[src/rtl/mmio_uart_tx.sv]
// ============================================================================
// mmio_uart_tx : memory-mapped 8N1 UART transmitter with TX FIFO and baud reg
// Revision     : 1.0
// ============================================================================
`default_nettype none

module mmio_uart_tx #(
   parameter int          FIFO_DEPTH     = 8,
   parameter logic [15:0] BAUD_DIV_RESET = 16'd868
) (
   input  logic        clk_i,
   input  logic        rstn_i,
   input  logic        sel_i,
   input  logic        enable_i,
   input  logic [3:0]  wstrb_i,
   input  logic [3:0]  addr_i,
   input  logic [31:0] wvalue_i,
   output logic [31:0] rvalue_o,
   output logic        tx_o
);

   localparam int c_ptr_w = (FIFO_DEPTH > 1) ? $clog2(FIFO_DEPTH) : 1;
   localparam int c_cnt_w = c_ptr_w + 1;

   localparam logic [1:0] c_reg_data   = 2'd0;
   localparam logic [1:0] c_reg_status = 2'd1;
   localparam logic [1:0] c_reg_baud   = 2'd2;

   typedef enum logic [1:0] {
      ST_IDLE  = 2'd0,
      ST_START = 2'd1,
      ST_DATA  = 2'd2,
      ST_STOP  = 2'd3
   } state_t;

   state_t               r_state;
   logic [7:0]           r_mem [FIFO_DEPTH];
   logic [c_ptr_w-1:0]   r_wr_ptr;
   logic [c_ptr_w-1:0]   r_rd_ptr;
   logic [c_cnt_w-1:0]   r_count;
   logic                 r_ovf;
   logic [15:0]          r_baud;
   logic [15:0]          r_div_cnt;
   logic [15:0]          r_div_cur;
   logic [2:0]           r_bit_cnt;
   logic [7:0]           r_shift;

   logic        w_access;
   logic        w_write;
   logic        w_read;
   logic [1:0]  w_reg;
   logic        w_push;
   logic        w_push_ok;
   logic        w_pop;
   logic        w_full;
   logic        w_fifo_empty;
   logic        w_tx_empty;
   logic        w_ovf_clr;
   logic        w_bit_end;
   logic [15:0] w_baud_eff;
   logic [7:0]  w_head;
   logic [31:0] w_status;
   logic        w_unused;

   assign w_access     = sel_i & enable_i;
   assign w_write      = w_access & (|wstrb_i);
   assign w_read       = w_access & ~(|wstrb_i);
   assign w_reg        = addr_i[3:2];
   assign w_unused     = &{1'b0, addr_i[1:0], wvalue_i[31:16]};

   assign w_fifo_empty = (r_count == '0);
   assign w_full       = (r_count == c_cnt_w'(FIFO_DEPTH));
   assign w_tx_empty   = w_fifo_empty & (r_state == ST_IDLE);
   assign w_head       = r_mem[r_rd_ptr];

   assign w_push       = w_write & (w_reg == c_reg_data) & wstrb_i[0];
   assign w_ovf_clr    = w_write & (w_reg == c_reg_status) & wstrb_i[0] & wvalue_i[2];

   // r_div_cur holds the divisor latched at the start of the current bit,
   // so BAUD writes only take hold at the next bit boundary.
   assign w_baud_eff   = (r_baud == 16'd0) ? 16'd1 : r_baud;
   assign w_bit_end    = (r_div_cnt == (r_div_cur - 16'd1));

   assign w_pop        = ~w_fifo_empty &
                         ((r_state == ST_IDLE) | ((r_state == ST_STOP) & w_bit_end));
   // A pop in the same cycle frees a slot, so a push to a full FIFO still lands.
   assign w_push_ok    = w_push & (~w_full | w_pop);

   assign w_status     = {16'd0, 8'(r_count), 5'd0, r_ovf, w_tx_empty, w_full};

   always_ff @(posedge clk_i) begin
      if (w_push_ok) begin
         r_mem[r_wr_ptr] <= wvalue_i[7:0];
      end
   end

   always_ff @(posedge clk_i or negedge rstn_i) begin
      if (!rstn_i) begin
         r_wr_ptr <= '0;
         r_rd_ptr <= '0;
         r_count  <= '0;
         r_ovf    <= 1'b0;
      end else begin
         if (w_push_ok) begin
            r_wr_ptr <= r_wr_ptr + c_ptr_w'(1);
         end
         if (w_pop) begin
            r_rd_ptr <= r_rd_ptr + c_ptr_w'(1);
         end
         case ({w_push_ok, w_pop})
            2'b10:   r_count <= r_count + c_cnt_w'(1);
            2'b01:   r_count <= r_count - c_cnt_w'(1);
            default: r_count <= r_count;
         endcase
         if (w_push & w_full & ~w_pop) begin
            r_ovf <= 1'b1;
         end else if (w_ovf_clr) begin
            r_ovf <= 1'b0;
         end
      end
   end

   always_ff @(posedge clk_i or negedge rstn_i) begin
      if (!rstn_i) begin
         r_baud   <= BAUD_DIV_RESET;
         rvalue_o <= 32'd0;
      end else begin
         if (w_write && (w_reg == c_reg_baud)) begin
            if (wstrb_i[0]) r_baud[7:0]  <= wvalue_i[7:0];
            if (wstrb_i[1]) r_baud[15:8] <= wvalue_i[15:8];
         end
         if (w_read) begin
            case (w_reg)
               c_reg_status: rvalue_o <= w_status;
               c_reg_baud:   rvalue_o <= {16'd0, r_baud};
               default:      rvalue_o <= 32'd0;
            endcase
         end else begin
            rvalue_o <= 32'd0;
         end
      end
   end

   always_ff @(posedge clk_i or negedge rstn_i) begin
      if (!rstn_i) begin
         r_state   <= ST_IDLE;
         tx_o      <= 1'b1;
         r_shift   <= 8'd0;
         r_bit_cnt <= 3'd0;
         r_div_cnt <= 16'd0;
         r_div_cur <= 16'd1;
      end else begin
         case (r_state)
            ST_IDLE: begin
               if (w_pop) begin
                  r_shift   <= w_head;
                  tx_o      <= 1'b0;
                  r_div_cnt <= 16'd0;
                  r_div_cur <= w_baud_eff;
                  r_state   <= ST_START;
               end
            end
            ST_START: begin
               if (w_bit_end) begin
                  tx_o      <= r_shift[0];
                  r_bit_cnt <= 3'd0;
                  r_div_cnt <= 16'd0;
                  r_div_cur <= w_baud_eff;
                  r_state   <= ST_DATA;
               end else begin
                  r_div_cnt <= r_div_cnt + 16'd1;
               end
            end
            ST_DATA: begin
               if (w_bit_end) begin
                  r_div_cnt <= 16'd0;
                  r_div_cur <= w_baud_eff;
                  if (r_bit_cnt == 3'd7) begin
                     tx_o    <= 1'b1;
                     r_state <= ST_STOP;
                  end else begin
                     tx_o      <= r_shift[1];
                     r_shift   <= {1'b0, r_shift[7:1]};
                     r_bit_cnt <= r_bit_cnt + 3'd1;
                  end
               end else begin
                  r_div_cnt <= r_div_cnt + 16'd1;
               end
            end
            ST_STOP: begin
               if (w_bit_end) begin
                  r_div_cnt <= 16'd0;
                  r_div_cur <= w_baud_eff;
                  // Back-to-back frames: go straight to the next start bit.
                  if (w_pop) begin
                     r_shift <= w_head;
                     tx_o    <= 1'b0;
                     r_state <= ST_START;
                  end else begin
                     tx_o    <= 1'b1;
                     r_state <= ST_IDLE;
                  end
               end else begin
                  r_div_cnt <= r_div_cnt + 16'd1;
               end
            end
            default: begin
               tx_o    <= 1'b1;
               r_state <= ST_IDLE;
            end
         endcase
      end
   end

endmodule

`default_nettype wire

[config.mk]
export PLATFORM = sky130hd
export DESIGN_NAME = mmio_uart_tx
export DESIGN_NICKNAME = d
export VERILOG_FILES = /design/src/rtl/mmio_uart_tx.sv
export SDC_FILE = /design/constraint.sdc
export NUM_CORES = 1
export LEC_CHECK = 0
export ABC_CLOCK_PERIOD_IN_PS = 6800
export BUFFER_PORTS_ARGS = -buffer_cell sky130_fd_sc_hd__buf_2
export CORE_MARGIN = 3
export CORE_UTILIZATION = 40
export CTS_CLUSTER_SIZE = 8
export DETAILED_ROUTE_END_ITERATION = 7
export PLACE_DENSITY_LB_ADDON = 0.1
export SLEW_MARGIN = 30
export SYNTH_ARGS = -nofsm -noshare
export SYNTH_HDL_FRONTEND = slang
export SYNTH_SLANG_ARGS = --single-unit
[constraint.sdc]
create_clock -name clk_i -period 6.8 [get_ports clk_i]
set_clock_uncertainty 0.05 [all_clocks]
set_input_delay 1.36 -clock clk_i [delete_from_list [all_inputs] [get_ports clk_i]]
set_output_delay 1.36 -clock clk_i [all_outputs]
set_load 0.005 [all_outputs]
# Word level (Yosys, flattened, before mapping)

Memories as Yosys holds them, arrays and structs flattened.
Cells that the tools add are included.

$add $sub $neg: 7
Multipliers: 0
Divide/modulo/power cells: 0
Magnitude comparators: 0
Eq/ne operators: 17
Shift operators: 0
Mux-type cells: 37
Bitwise logic cells: 20
Reduce and logical (&&, ||, !) cells: 18

Operators by type and width:

| kind                    | count |
|---|---|
| $pmux W16 S2            | 3 |
| $mux W16                | 5 |
| $mux W32                | 1 |
| $mux W8                 | 4 |
| $pmux W8 S3             | 1 |
| $add A16 B1 Y16 const B | 1 |
| $eq A16 B16 Y1          | 1 |
| $logic_not A16 Y1       | 1 |
| $sub A16 B1 Y16 const B | 1 |
| $and A1 B1 Y1           | 14 |
| $ne A2 B2 Y1 const B    | 6 |
| $reduce_and A4 Y1       | 3 |
| $mux W1                 | 11 |
| $mux W2                 | 5 |
| $add A3 B1 Y3 const B   | 3 |
| $mux W3                 | 3 |
| $eq A2 B2 Y1 const B    | 4 |
| $pmux W2 S4             | 1 |
| $pmux W4 S2             | 1 |
| $eq A2 B1 Y1 const B    | 3 |
| $pmux W3 S2             | 1 |
| $reduce_and A2 Y1       | 3 |
| $reduce_bool A2 Y1      | 3 |
| $reduce_and A5 Y1       | 1 |
| other kinds (14)        | 19 |

Flip-flop bits (word level): 105
Latch bits: 0
Bits in writable memories: 64
Bits in read-only memories: 0
Logic and storage cells: 113
Memories kept: 1

Memories:

| name  | words | width | read ports | clocked after memory_dff | write ports | RTL line | RTL |
|---|---|---|---|---|---|---|---|
| r_mem | 8     | 8     | 1          | 0                        | 1           | 37       | `logic [7:0] r_mem [FIFO_DEPTH];` |

# Longest topological paths before layout

Gate-level depths: netlist of the first run.

Word-level depth: 9
Mapped depth: 18
Depth with buffers taken out: 18

# Worst setup path after synthesis of the first run

No wires, ideal clock.

Path type: register to register
Start point: register r_div_cur[4]
End point: memory r_mem[0][0], enable pin
Library setup time: 0.395 ns
Arrival: 3.596 ns
Required time: 6.355 ns
Slack: 2.759 ns
Cell stages (with the launch flop): 10
Path through: dfrtp_1 buf_6 or4_4 or3_4 or3_4 a2111oi_4 a21oi_4 a31o_1 buf_6 nor4_1

Word-level cells in the longest chain between the ends: 9

RTL lines:

| element                       | RTL line | RTL |
|---|---|---|
| start: declaration            | 44       | `logic [15:0] r_div_cur;` |
| start signal: assignment      | 159      | `r_div_cur <= w_baud_eff;` |
| start signal: assignment      | 168      | `r_div_cur <= w_baud_eff;` |
| start signal: assignment      | 177      | `r_div_cur <= w_baud_eff;` |
| $sub A16 B1 Y16               | 82       | `assign w_bit_end = (r_div_cnt == (r_div_cur - 16'd1));` |
| $eq A16 B16 Y1                | 82       |  |
| $and A1 B1 Y1                 | 85       | `((r_state == ST_IDLE) \| ((r_state == ST_STOP) & w_bit_end));` |
| $or A1 B1 Y1                  | 85       |  |
| $and A1 B1 Y1                 | 84       | `assign w_pop = ~w_fifo_empty &` |
| $or A1 B1 Y1                  | 87       | `assign w_push_ok = w_push & (~w_full \| w_pop);` |
| $and A1 B1 Y1                 | 87       |  |
| $mux W1                       | 92       | `if (w_push_ok) begin` |
| $mux W1 (not written as such) | 93       | `r_mem[r_wr_ptr] <= wvalue_i[7:0];` |
| end: declaration              | 37       |  |

No other way between the ends.

# Worst setup path in the final report of the first run

Start point: register r_div_cur[4]
End point: register r_count[3]

Word-level cells in the longest chain between the ends: 9

RTL lines:

| element                                           | RTL line | RTL |
|---|---|---|
| $sub A16 B1 Y16 *                                 | 82       |  |
| $eq A16 B16 Y1 *                                  | 82       |  |
| $and A1 B1 Y1 *                                   | 85       |  |
| $or A1 B1 Y1 *                                    | 85       |  |
| $and A1 B1 Y1 *                                   | 84       |  |
| $or A1 B1 Y1                                      | 87       |  |
| $and A1 B1 Y1                                     | 87       |  |
| $eq A2 B1 Y1 or $eq A2 B2 Y1 (tied branches)      | 110      | `case ({w_push_ok, w_pop})` |
| $pmux W4 S2 or $reduce_bool A2 Y1 (tied branches) | n/a      |  |
| end signal: assignment                            | 111      | `2'b10: r_count <= r_count + c_cnt_w'(1);` |
| end signal: assignment                            | 112      | `2'b01: r_count <= r_count - c_cnt_w'(1);` |
| end signal: assignment                            | 113      | `default: r_count <= r_count;` |
| end: declaration                                  | 40       | `logic [c_cnt_w-1:0] r_count;` |

Every way passes the cells marked *; elsewhere a longest branch is shown, timed or not.
A chain may end at the register's enable or synchronous reset.

==> results by group, run 1 <==
Outcome
  • Outcome: complete, no violations

Floorplanning
  • IO Count: slightly below 80
  • Die W: ~140 um
  • # rows: approximately 50
  • Die Area: between 20000 and 25000 um^2
  • Initial Util: 0.409
  • Die height: 142 um
  • Core Area: between 15000 and 20000 um^2

Global route
  • Pin count of the biggest net entering global routing: 64
  • Tot GR Track Use: 0.161
  • Vias in the first global route: about 4500
  • Global-route wire length before repair: between 20000 and 30000 um
  • Initial antenna violation count: 0
  • Grt ovf: 0

Worst setup path
  • Crit. End Element: flop
  • WP buf/inv: 1
  • Startpoint types: flop
  • Required time of the critical path: 7.05 ns
  • CP most frequent cell: nor2_1
  • Worst path cell trace: or4_4 > or3_4 > nor4b_1 > o31ai_1 > a2111oi_4 > a21oi_4 > nor2_1 > and2_1 > ha_1 > a21o_1 > a21oi_1 > nor2_1 > inv_1 > nor2_1 > mux2i_1 > o211ai_1
  • Critical Path Fanout Max: 12
  • Worst path slowest cell: a2111oi_4
  • CP Class: flop to flop
  • CP max stage delay: 0.81 ns
  • CP arrival: 5.07 ns
  • Largest delay share family, worst path: simple AND/OR/NAND/NOR gates

STA
  • Hold_ws: roughly 0.43 ns
  • Relative slew slack: 0.415
  • Final period util: 0.709
  • Slew @ Worst Pin: 0.878 ns
  • Final Max Slew Viols: 0
  • Tmin final: about 4.8 ns
  • Finish-stage setup viols: 0
  • F_max: about 0.21 GHz
  • Post-route setup TNS: 0 ns
  • RSZ-0062 raised after global routing: false
  • Hold Vio Cnt, Final: 0

Clock network
  • Longest Clk Path Bufs: 2
  • Root buf cell: clkbuf_16
  • CTS resizes: 0
  • Setup Fix Bufs, Post-CTS: 0
  • CTS tree: yes
  • Num Clock Sinks: ~150
  • Clock buffer count from CTS: 17
  • CTS clk-pin slew, worst paths: about 0.06 ns
  • Skew-Pair Late Insertion Delay: between 0.4 and 0.5 ns
  • Hold Buf Count CTS: 0
  • CTS H-tree depth: 4

Final layout
  • Layout area overhead: 13.5%
  • Inserted Diodes: 0
  • Post-route cell area: roughly 8400 um^2
  • Final Net Count: 664
  • Fillers: ~1600
  • Layout cells sized above 1: 0.271

Synthesis
  • Syn. warnings: 0
  • Post-Syn Instances: 560
  • Register area share after synthesis: 0.563
  • Cell Area, Synth: ~7400 um^2
  • Top cell type's share of synthesized area: 0.278
  • Top-count cell post-synth: dfrtp_1
  • Distinct cells, synth: 72
  • Yosys top cell by area: dfrtp_1
  • Area contributors post-synth: dfrtp_1, edfxtp_1, mux2_2, mux4_2, ha_1
  • Number of synthesized flops with an enable pin: 64
  • Yosys reg bits: about 150
  • Synth top cells by count: dfrtp_1, edfxtp_1, mux2_2
  • Ys async rst share: 0.582
  • Synth Flop Type: dfrtp_1
  • Syn Area/Cell: between 10 and 15 um^2

Place
  • Detailed Place HPWL: roughly 11000 um
  • Gpl congestion: around 0.80
  • # port buffers: 42
  • Placement Cell Area: just under 8000 um^2

Route
  • Via density: roughly 5.4
  • ANT nets after route: 0
  • Vias: 4548
  • DR WL/cell: ~18 um
  • Starting DRT DRC Count: 229
  • First-pass iteration count of the detailed router: 4
  • # DRC: 0
  • DRT Wirelength: roughly 15000 um

Flow run
  • Max-cap violation count: 0

Pwr
  • Pwr dens: just over 400 nW/um^2
  • Tot Pwr: roughly 0.0034 W
  • Leak: between 3 and 4 nW
  • Peak VDD IR: 230 uV

Hold path
  • Hold/Removal Path Class: flop to flop
## power by group
part	internal (W)	switching, W	leakage, nW	total, W
clock network	0.000588	0.000404	0.293	0.000992
registers	0.00112	0.000262	1.70	0.00139
logic	0.000527	0.000470	1.52	0.000997
total	0.00224	0.00114	3.51	0.00338
## cells by family (layout without fill, tap and decap cells)
family / after synthesis / count (layout) / synth area share
AOI/OAI and AO/OA: 89 / 89 / 0.0865
xor gates and xnor gates: 25 / 25 / 0.0297
adders and majority gates: 17 / 17 / 0.0298
buffers and inverters: 58 / 99 / 0.0436
DFF: 153 / 153 / 0.563
muxes: 73 / 73 / 0.135
other: 1 / 16 / 0.000508
and+or+nand+nor: 144 / 144 / 0.112
## layer usage
| layer | GRT usage | vias to the layer above | wire length [um] |
|---|---|---|---|
| met1 | 0.234 | 2325 | 7510 |
| met4 | 0.0500 | 0 | 222 |
| met2 | 0.246 | 71 | 7270 |
| met5 | 0 | - | 0 |
| li1 | - | 2138 | - |
| met3 | 0.0300 | 14 | 436 |
## through the flow
| stage | setup WS, ns | std cells | utilization |
|---|---|---|---|
| after floorplan | 2.76 | 575 | - |
| after global placement | 1.92 | 813 | 0.430 |
| after detailed placement | 1.96 | 813 | 0.430 |
| after CTS | 1.94 | 845 | 0.465 |
| after global routing | 1.59 | 845 | 0.465 |
| final | 1.98 | 845 | 0.465 |
## worst reg2reg max path: stages (launching register included)
cell       delay [ns]
dfrtp_1          0.48
or4_4            0.59
or3_4            0.40
nor4b_1          0.30
o31ai_1          0.18
a2111oi_4        0.81
a21oi_4          0.25
nor2_1           0.36
and2_1           0.22
ha_1             0.23
a21o_1           0.17
a21oi_1          0.20
nor2_1           0.08
inv_1            0.09
nor2_1           0.04
mux2i_1          0.14
o211ai_1         0.11
## worst paths after layout
path	start	endpoint	slack [ns]	cells after the start
worst max-delay path	r_div_cur[4]	r_count[3]	1.98	16
worst min-delay path	tx_o	tx_o	0.43	1
worst max register to register	r_div_cur[4]	r_count[3]	1.98	16
worst min register to register	tx_o	tx_o	0.43	1
max in group asynchronous	rstn_i	r_rd_ptr[0]	4.74	2
min in group asynchronous	rstn_i	r_div_cnt[14]	0.79	1
## layout by cell type (no fill, tap or decap), types with 11 or more instances in the layout
| cell | n |
|---|---|
| mux2i_1 | 12 |
| xor2_1 | 13 |
| buf_2 | 41 |
| edfxtp_1 | 64 |
| dfrtp_1 | 81 |
| xnor2_1 | 12 |
| nor2_1 | 19 |
| o21ai_0 | 32 |
| and3_1 | 21 |
| ha_1 | 16 |
| nand2_1 | 33 |
| inv_1 | 16 |
| mux4_2 | 16 |
| a21o_1 | 11 |
| mux2_2 | 38 |
| nor3b_1 | 12 |
| conb_1 | 16 |
| clkbuf_16 | 17 |
## registers in the layout, summed over array words and instances (netlist names)
name and flops:
r_mem 64, r_baud 16, r_div_cnt 16, r_div_cur 16, rvalue_o 16, r_shift 8, r_count 4, r_bit_cnt 3
r_rd_ptr 3, r_wr_ptr 3, r_state 2, r_ovf 1, tx_o 1
## area by class of cell
class / count / area (um^2) / area share
Clock inverter: 14 / 188 / 0.0224
Inverter: 16 / 60.1 / 0.00717
Clock buffer: 18 / 429 / 0.0512
Sequential cell: 153 / 4160 / 0.497
Timing Repair Buffer: 51 / 280 / 0.0335
Tap cell: 229 / 287 / 0.0342
Multi-Input combinational cell: 364 / 2970 / 0.355
(Power assumes the default switching activity.)
==> inputs of run 2 (changes only) <==
--- a/config.mk
+++ b/config.mk
@@ -5,7 +5,7 @@
 export SDC_FILE = /design/constraint.sdc
 export NUM_CORES = 1
 export LEC_CHECK = 0
-export ABC_CLOCK_PERIOD_IN_PS = 6800
+export ABC_CLOCK_PERIOD_IN_PS = 4850
 export BUFFER_PORTS_ARGS = -buffer_cell sky130_fd_sc_hd__buf_2
 export CORE_MARGIN = 3
 export CORE_UTILIZATION = 40
==> constraint.sdc (replaced) <==
create_clock -name clk_i -period 4.85 [get_ports clk_i]
set_clock_uncertainty 0.05 [all_clocks]
set_input_delay 0.97 -clock clk_i [delete_from_list [all_inputs] [get_ports clk_i]]
set_output_delay 0.97 -clock clk_i [all_outputs]
set_load 0.005 [all_outputs]
==> run 2 against run 1 <==
Design area increased by 0.15%. Setup slack got worse by 1.5 ns. Sequential power increased by 40%. Core utilization increased by 0.070 points. Clock power increased by 35%. Register-to-register slack got worse by 1.5 ns. Via count about the same. Routed wire length decreased by 0.39%. Flip-flop and latch count unchanged. Power increased by 39%. Global-route usage decreased by 0.12 points. Worst hold slack got worse by 0.025 ns.
==> results by group, run 2 (synthesized netlist as in run 1, its figures left out) <==
Outcome
  • Outcome: complete, no violations

STA
  • Hold_ws: 0.410 ns (-0.0248 ns)
  • Hold Vio Cnt, Final: 0 (unchanged)
  • Slew @ Worst Pin: 0.826 ns (-0.0518 ns)
  • Finish-stage setup viols: 0 (unchanged)
  • F_max: 0.230 GHz (+11%)
  • Final Max Slew Viols: 0 (unchanged)
  • RSZ-0062 raised after global routing: false
  • Final period util: 0.897 (+0.188)
  • Post-route setup TNS: 0 ns (unchanged)
  • Relative slew slack: 0.449 (+0.0345)
  • Tmin final: 4.35 ns (-0.473 ns)

Floorplanning
  • Initial Util: 0.409 (unchanged)
  • Die W: 142 um (unchanged)
  • IO Count: 77 (unchanged)
  • Core Area: 18000 um^2 (unchanged)
  • # rows: 49 (unchanged)
  • Die Area: 20100 um^2 (unchanged)
  • Die height: 142 um (unchanged)

Clock network
  • Clock buffer count from CTS: 17 (unchanged)
  • CTS resizes: 0 (unchanged)
  • Root buf cell: clkbuf_16
  • Skew-Pair Late Insertion Delay: 0.43 ns (about the same)
  • Setup Fix Bufs, Post-CTS: 0 (unchanged)
  • Longest Clk Path Bufs: 2 (unchanged)
  • Num Clock Sinks: 153 (unchanged)
  • CTS clk-pin slew, worst paths: 0.07 ns (about the same)
  • CTS H-tree depth: 4 (unchanged)
  • CTS tree: yes
  • Hold Buf Count CTS: 0 (unchanged)

Final layout
  • Final Net Count: 667 (+0.45%)
  • Utilization after layout: 0.465 (+0.000695)
  • Layout cells sized above 1: 0.275 (+0.00353)
  • Most frequent cells in the layout: dfrtp_1, edfxtp_1, buf_2, mux2_2, nand2_1
  • Layout area overhead: 13.6%
  • Inserted Diodes: 0 (unchanged)
  • Finished Layout Cells: 848 (+0.36%)
  • Max reg flops: 64 (unchanged)
  • Largest reg by FF count: r_mem
  • Most common cell after layout, fill and taps aside: dfrtp_1

Worst setup path
  • Critical Path Fanout Max: 9 (-3)
  • Reg2reg start: r_div_cur[4]
  • FF-to-FF End: r_count[3]
  • Required time of the critical path: 5.10 ns (-1.95 ns)
  • Crit. End Element: flop
  • R2r worst-path depth: 16 (unchanged)
  • Reg-to-reg slack, setup: 0.50 ns (-1.48 ns)
  • Startpoint types: flop
  • CP Class: flop to flop
  • CP arrival: 4.60 ns (-0.47 ns)

Pwr
  • Internal: 0.00305 W (+36%)
  • Switching power: 0.00163 W (+43%)
  • Sw frac: 0.348 (+0.0114)
  • Logic pwr share: 0.299 (+0.004)
  • Seq pwr share: 0.414 (+0.003)
  • Peak VDD IR: 357 uV (+55%)
  • Leak: 3.52 nW (+0.25%)
  • Pwr dens: 558 nW/um^2 (+38%)
  • Clk pwr share: 0.286 (-0.008)

Global route
  • Pin count of the biggest net entering global routing: 65 (+1.6%)
  • Tot GR Track Use: 0.160 (-0.00124)
  • Vias in the first global route: 4512 (+0.16%)
  • Global-route wire length before repair: 24700 um (-1.5%)
  • Initial antenna violation count: 0 (unchanged)
  • Grt ovf: 0 (unchanged)

Hold path
  • Hold/Removal Path Class: input port to async pin

Route
  • First-pass iteration count of the detailed router: 4 (unchanged)
  • # DRC: 0 (unchanged)
  • Starting DRT DRC Count: 268 (+17%)
  • ANT nets after route: 0 (unchanged)
  • DR WL/cell: 18.1 um (-0.74%)
  • DRT Wirelength: 15400 um (-0.39%)
  • Via density: 5.36 (-0.40%)
  • Vias: 4546 (-0.044%)

Place
  • Detailed Place HPWL: 10400 um (-1.0%)
  • # port buffers: 42 (unchanged)
  • Gpl congestion: 0.832 (+3.7%)
  • Placed Instances: 815 (+0.25%)

Flow run
  • Max-cap violation count: 0 (unchanged)
[run 2: how the worst max path moves through the flow]
| stage | from | end | slack (ns) |
|---|---|---|---|
| 2_1_floorplan | r_div_cur[4] | r_mem[0][0] | 0.81 |
| 3_3_place_gp | r_div_cur[4] | r_count[3] | 0.52 |
| 3_5_place_dp | r_div_cur[4] | r_count[3] | 0.50 |
| 4_1_cts | r_div_cur[2] | r_count[3] | 0.49 |
| 5_1_grt | r_div_cur[2] | r_count[3] | 0.26 |
| 6_report | r_div_cur[4] | r_count[3] | 0.50 |
[run 2: worst max-delay path, stage by stage, from the launching register on]
cell	delay [ns]
dfrtp_1	0.48
or4_4	0.59
or3_4	0.40
nor4b_1	0.30
o31ai_1	0.17
a2111oi_4	0.43
a21oi_4	0.19
nor2_1	0.36
and2_1	0.22
ha_1	0.24
a21o_1	0.18
a21oi_1	0.18
nor2_1	0.07
inv_1	0.08
nor2_1	0.04
mux2i_1	0.13
o211ai_1	0.10
[run 2: area by class of cell]
cell class | instances | area (um^2)
clock buffer | 17 | 425
clock inverter | 15 | 178
fill | 1656 | 9640
inverter | 16 | 60.1
multi-input combinational | 364 | 2960
sequential | 153 | 4160
tap | 229 | 287
timing repair buffer | 54 | 315
[run 2: stage by stage]
step           setup WS, ns  power (W)  area [um^2]
2_1_floorplan         0.809    0.00305         7440
3_3_place_gp          0.525    0.00333         7760
3_5_place_dp          0.499    0.00337         7760
4_1_cts               0.491    0.00472         8370
5_1_grt               0.256    0.00498         8390
6_report              0.500    0.00468         8390
[run 2: power groups by stage]
stage / logic (W) / clock network (W) / registers (W)
6_report: 0.00140 / 0.00134 / 0.00194
5_1_grt: 0.00156 / 0.00143 / 0.00199
4_1_cts: 0.00141 / 0.00137 / 0.00194
3_5_place_dp: 0.00140 / 0 / 0.00197
3_3_place_gp: 0.00137 / 0 / 0.00195
2_1_floorplan: 0.00130 / 0 / 0.00175
[run 2: routing by layer]
layer | vias to the layer above | share of wire | routed length, um | track usage
met2 | 62 | 0.48 | 7460 | 0.248
met4 | 0 | 0.0073 | 112 | 0.0394
met1 | 2318 | 0.48 | 7350 | 0.226
met3 | 11 | 0.030 | 459 | 0.0398
met5 | - | 0 | 0 | 0
li1 | 2155 | - | - | -
